===== src/rtl/otter_io_pkg.sv =====
// Shared defaults and helpers for the OTTER MMIO input-conditioning blocks.
package otter_io_pkg;

  localparam int IO_N_CH            = 16;
  localparam int IO_DEBOUNCE_CYCLES = 1000000;
  localparam int IO_SYNC_STAGES     = 2;

  // A one-cycle debounce still needs a 1-bit counter to stay a legal vector.
  function automatic int io_cnt_width(input int cycles);
    return (cycles > 1) ? $clog2(cycles) : 1;
  endfunction

endpackage


===== src/rtl/debounce_channel.sv =====
// One input channel: synchroniser, counter debounce, level, rise/fall pulses and toggle.
module debounce_channel
  import otter_io_pkg::*;
#(
  parameter int DEBOUNCE_CYCLES = IO_DEBOUNCE_CYCLES,
  parameter int SYNC_STAGES     = IO_SYNC_STAGES
) (
  input  logic clk,
  input  logic rst,
  input  logic raw_i,
  output logic level_o,
  output logic rise_o,
  output logic fall_o,
  output logic toggle_o,
  output logic rise_nxt_o
);

  localparam int CW = io_cnt_width(DEBOUNCE_CYCLES);
  localparam logic [CW-1:0] CNT_LAST = CW'(DEBOUNCE_CYCLES - 1);

  logic [SYNC_STAGES-1:0] sync_q, sync_d;
  logic [CW-1:0]          cnt_q, cnt_d;
  logic                   level_q, level_d;
  logic                   rise_q, rise_d;
  logic                   fall_q, fall_d;
  logic                   toggle_q, toggle_d;
  logic                   s;

  assign s = sync_q[SYNC_STAGES-1];

  always_comb begin
    // NOTE: every next-state signal takes a default first so no path leaves it unassigned (no latch).
    sync_d   = {sync_q[SYNC_STAGES-2:0], raw_i};
    cnt_d    = cnt_q;
    level_d  = level_q;
    rise_d   = 1'b0;
    fall_d   = 1'b0;
    toggle_d = toggle_q;
    if (s == level_q) begin
      cnt_d = '0;
    end else if (cnt_q == CNT_LAST) begin
      cnt_d    = '0;
      level_d  = s;
      rise_d   = s;
      fall_d   = ~s;
      toggle_d = toggle_q ^ s;
    end else begin
      cnt_d = cnt_q + CW'(1);
    end
  end

  always_ff @(posedge clk or posedge rst) begin
    // NOTE: state registers use non-blocking assignments so all flops sample pre-edge values.
    if (rst) begin
      sync_q   <= '0;
      cnt_q    <= '0;
      level_q  <= 1'b0;
      rise_q   <= 1'b0;
      fall_q   <= 1'b0;
      toggle_q <= 1'b0;
    end else begin
      sync_q   <= sync_d;
      cnt_q    <= cnt_d;
      level_q  <= level_d;
      rise_q   <= rise_d;
      fall_q   <= fall_d;
      toggle_q <= toggle_d;
    end
  end

  assign level_o    = level_q;
  assign rise_o     = rise_q;
  assign fall_o     = fall_q;
  assign toggle_o   = toggle_q;
  assign rise_nxt_o = rise_d;

endmodule


===== src/rtl/io_input_conditioner.sv =====
// N_CH independent debounced inputs plus a sticky rise-event register driving one irq line.
module io_input_conditioner
  import otter_io_pkg::*;
#(
  parameter int N_CH            = IO_N_CH,
  parameter int DEBOUNCE_CYCLES = IO_DEBOUNCE_CYCLES,
  parameter int SYNC_STAGES     = IO_SYNC_STAGES
) (
  input  logic            clk,
  input  logic            rst,
  input  logic [N_CH-1:0] raw_in,
  input  logic [N_CH-1:0] clr_mask,
  output logic [N_CH-1:0] level,
  output logic [N_CH-1:0] rise,
  output logic [N_CH-1:0] fall,
  output logic [N_CH-1:0] toggle,
  output logic [N_CH-1:0] pending,
  output logic            irq
);

  logic [N_CH-1:0] rise_nxt;
  logic [N_CH-1:0] pending_q, pending_d;

  for (genvar i = 0; i < N_CH; i++) begin : g_ch
    debounce_channel #(
      .DEBOUNCE_CYCLES(DEBOUNCE_CYCLES),
      .SYNC_STAGES    (SYNC_STAGES)
    ) u_ch (
      .clk       (clk),
      .rst       (rst),
      .raw_i     (raw_in[i]),
      .level_o   (level[i]),
      .rise_o    (rise[i]),
      .fall_o    (fall[i]),
      .toggle_o  (toggle[i]),
      .rise_nxt_o(rise_nxt[i])
    );
  end

  // A rise landing on the same edge as a clear must survive, so the set term is ORed last.
  assign pending_d = (pending_q & ~clr_mask) | rise_nxt;

  always_ff @(posedge clk or posedge rst) begin
    if (rst) pending_q <= '0;
    else     pending_q <= pending_d;
  end

  assign pending = pending_q;
  assign irq     = |pending_q;

endmodule


===== config.mk =====
export PLATFORM = sky130hd
export DESIGN_NAME = io_input_conditioner
export DESIGN_NICKNAME = d
export VERILOG_FILES = /design/src/rtl/otter_io_pkg.sv /design/src/rtl/debounce_channel.sv /design/src/rtl/io_input_conditioner.sv
export SDC_FILE = /design/constraint.sdc
export NUM_CORES = 1
export LEC_CHECK = 0
export BUFFER_PORTS_ARGS = -buffer_cell sky130_fd_sc_hd__buf_2
export CORE_MARGIN = 5
export CORE_UTILIZATION = 45
export DETAILED_ROUTE_END_ITERATION = 8
export GPL_TIMING_DRIVEN = 1
export PLACE_DENSITY_LB_ADDON = 0.08
export SYNTH_ARGS = -nofsm -noshare
export SYNTH_HDL_FRONTEND = slang
export SYNTH_SLANG_ARGS = --single-unit
export TNS_END_PERCENT = 50

===== constraint.sdc =====
create_clock -name clk -period 43.9 [get_ports clk]
set_input_delay 6.585 -clock clk [delete_from_list [all_inputs] [get_ports clk]]
set_output_delay 6.585 -clock clk [all_outputs]
set_load 0.03 [all_outputs]

==> results.cfg <==
[run]
maxCapViolations = 0

[logic_synthesis]
ys_types = 62
synth_compound_area_share_pct = 6.73
synth_enable_flop_cells = 0
synth_top_family_by_area = simple AND/OR/NAND/NOR gates
synth_area_mm2 = 0.0204
ys_warn_count = 0
avgSynthCellArea_um2 = 10.2
synthAdderAreaFrac_pct = 0.980
synth-seq-cells = 432
synthXorXnorAreaFrac_pct = 9.48
async_reset_ff_share_pct = 100
yosys_most_used_dff = dfrtp_1
syn_nets = 2052
syn_inst = 2002
seq_area_frac_synth_pct = 52.9
synth-simple-area-share_pct = 24.2
synthMuxAreaShare_pct = 0.943

[clocking]
clock_latency_ns = 0.57
h-tree-depth = 2
cts_hold_buf = 0
clock_path_buffers = 3
clk_pin_slew_ns = 0.06
cts-buffers-inserted = 48
postCtsSetupRepairBufs = 0
clkSinkCount = 432
cts_tree = yes
clockRootBuffer = clkbuf_16
ctsResizeCount = 0

[sta]
finalCriticalPeriod_ns = 8.76
setup_violations = 0
clock.fmax_mhz = 114
slew_violations = 0
rsz0062_at_grt = no
fin_skew_ns = 0.0108
relSlewSlack_pct = 25.1
tightest_slew_ns = 1.12
tns_ns = 0
min_period_over_period_pct = 20.0
hold_violations = 0

[placement]
gp_congestion = 0.790
dp_hpwl_um = 27400
place_inst = 2615
portBuffers = 114

[finish]
mostFrequentLayoutCell = dfrtp_1
regArea_mm2 = 0.0108
nets = 2115
fillCellCount = 4152
areaGrowthSynthToFinish_pct = 11.5
drive_above_1_share_pct = 13.0
fin_cells = 2699
utilization_pct = 50.4
final_cell_mix = 432 x dfrtp_1, 233 x nor2_1, 121 x xnor2_1
antennaDiodeCount = 0
multiInputGateArea_mm2 = 0.00865

[critical_path]
crit_path_end_kind = async pin
r2r_cells = 4
critical_path.max_fanout = 134
path_class = in -> async
path_depth = 4
cp_slowest_stage_delay_ns = 0.90
cp_top_family = buffers and inverters
crit_slowest_cell = buf_4
reg2reg_slack_ns = 41.42
crit_top_cell = buf_4
path_cells = buf_2, inv_8, buf_4, buf_4
path_buf_inv = 4
cp.required_ns = 44.44
worstSetupStartpointType = input pin
cp.arrival_ns = 9.30

[routing]
route.detailed.drc = 0
vias = 14400
wirelength_um = 41300
drt-vias-per-instance = 5.34
drt-pass1-iter-count = 5
drt_iter0_drc = 761
ant_nets = 0
wl_per_cell_um = 15.3

[worst_hold_path]
hold_class = reg -> reg
hold_depth = 0

[die]
ios = 115
start_util_pct = 45.2
die-area_mm2 = 0.0498
die_h_um = 223
die_w_um = 223
rows = 78
coreArea_mm2 = 0.0452

[run_status]
outcome = finished, final reports clean

[power]
p_per_area_mw_per_mm2 = 37.1
p_leak_uw = 0.00959
peakVddDrop_uv = 26.0

[grt]
grt_max_degree = 135
track_usage_pct = 16.5
grt_pass1_vias = 14300
grt_pass1_wl_um = 70700
antenna_found_initial = 3
gr-total-overflow = 0
[routing by layer]
layer	up-vias	share of wire (%)	track usage (%)
met5	-	0.060	0
met3	63	4.7	3.57
li1	7142	-	-
met4	4	2.0	4.72
met1	7010	48	23.6
met2	205	45	25.7
[final timing paths]
kind	from	endpoint
hold / removal	g_ch[6].u_ch.sync_q[0]	g_ch[6].u_ch.sync_q[1]
setup / recovery	rst	g_ch[8].u_ch.level_o
hold reg to reg	g_ch[6].u_ch.sync_q[0]	g_ch[6].u_ch.sync_q[1]
setup reg to reg	g_ch[7].u_ch.cnt_q[12]	g_ch[7].u_ch.cnt_q[15]
max in group clk	pending[3]	irq
min in group asynchronous	rst	g_ch[4].u_ch.rise_o
[cell type report]
cell class                 count  area share, %
sequential                   432           47.5
tap                          600           3.30
inverter                      69           1.17
multi-input combinational   1387           38.0
timing repair buffer         127           2.93
clock buffer                  69           6.28
clock inverter                15          0.879
[logic make-up (layout without fill, tap and decap cells)]
logic type                 after synthesis  count (layout)
muxes                                   16              16
and+or+nand+nor                        903             903
adders and majority gates               16              16
xor gates and xnor gates               221             221
DFF                                    432             432
buffers and inverters                  183             280
AOI/OAI and AO/OA                      231             231
[state kept, by name, summed over array words and instances, names as in the netlist]
signal              flops
g_ch.u_ch.toggle_o     16
pending                16
g_ch.u_ch.level_o      16
g_ch.u_ch.rise_o       16
g_ch.u_ch.sync_q       32
g_ch.u_ch.cnt_q       320
g_ch.u_ch.fall_o       16
[Yosys cell counts (20+ instances only)]
cell	instances	area [um^2]
a21oi_1	94	470
and3_1	34	213
nand4_1	51	319
o31ai_1	39	293
nor2_1	233	875
dfrtp_1	432	10800
or4_1	70	526
inv_1	69	259
or3_1	56	350
xnor2_1	121	1060
clkbuf_1	34	128
xor2_1	100	876
buf_4	65	488
nor3_1	51	255
nand2b_1	20	125
nand2_1	111	417
nand3_1	111	556
o21ai_0	58	290
nor4_1	51	319
[where the power goes]
group	leakage [uW]	switching (uW)	internal, uW
Combinational	0.00285	16.9	6.25
Sequential	0.00592	5.27	403
Clock	0.000815	160	254
[stage by stage]
step	worst slack (ns)	total power, uW	hold slack, ns	instance area, um^2
2_1_floorplan	25.28	431	0.331	20400
3_3_place_gp	34.41	440	0.332	21100
3_5_place_dp	34.37	440	0.336	21100
4_1_cts	34.99	863	0.344	22800
5_1_grt	34.58	882	0.350	22800
6_report	35.14	845	0.340	22800
No activity file was read; power rests on OpenSTA's default activity.
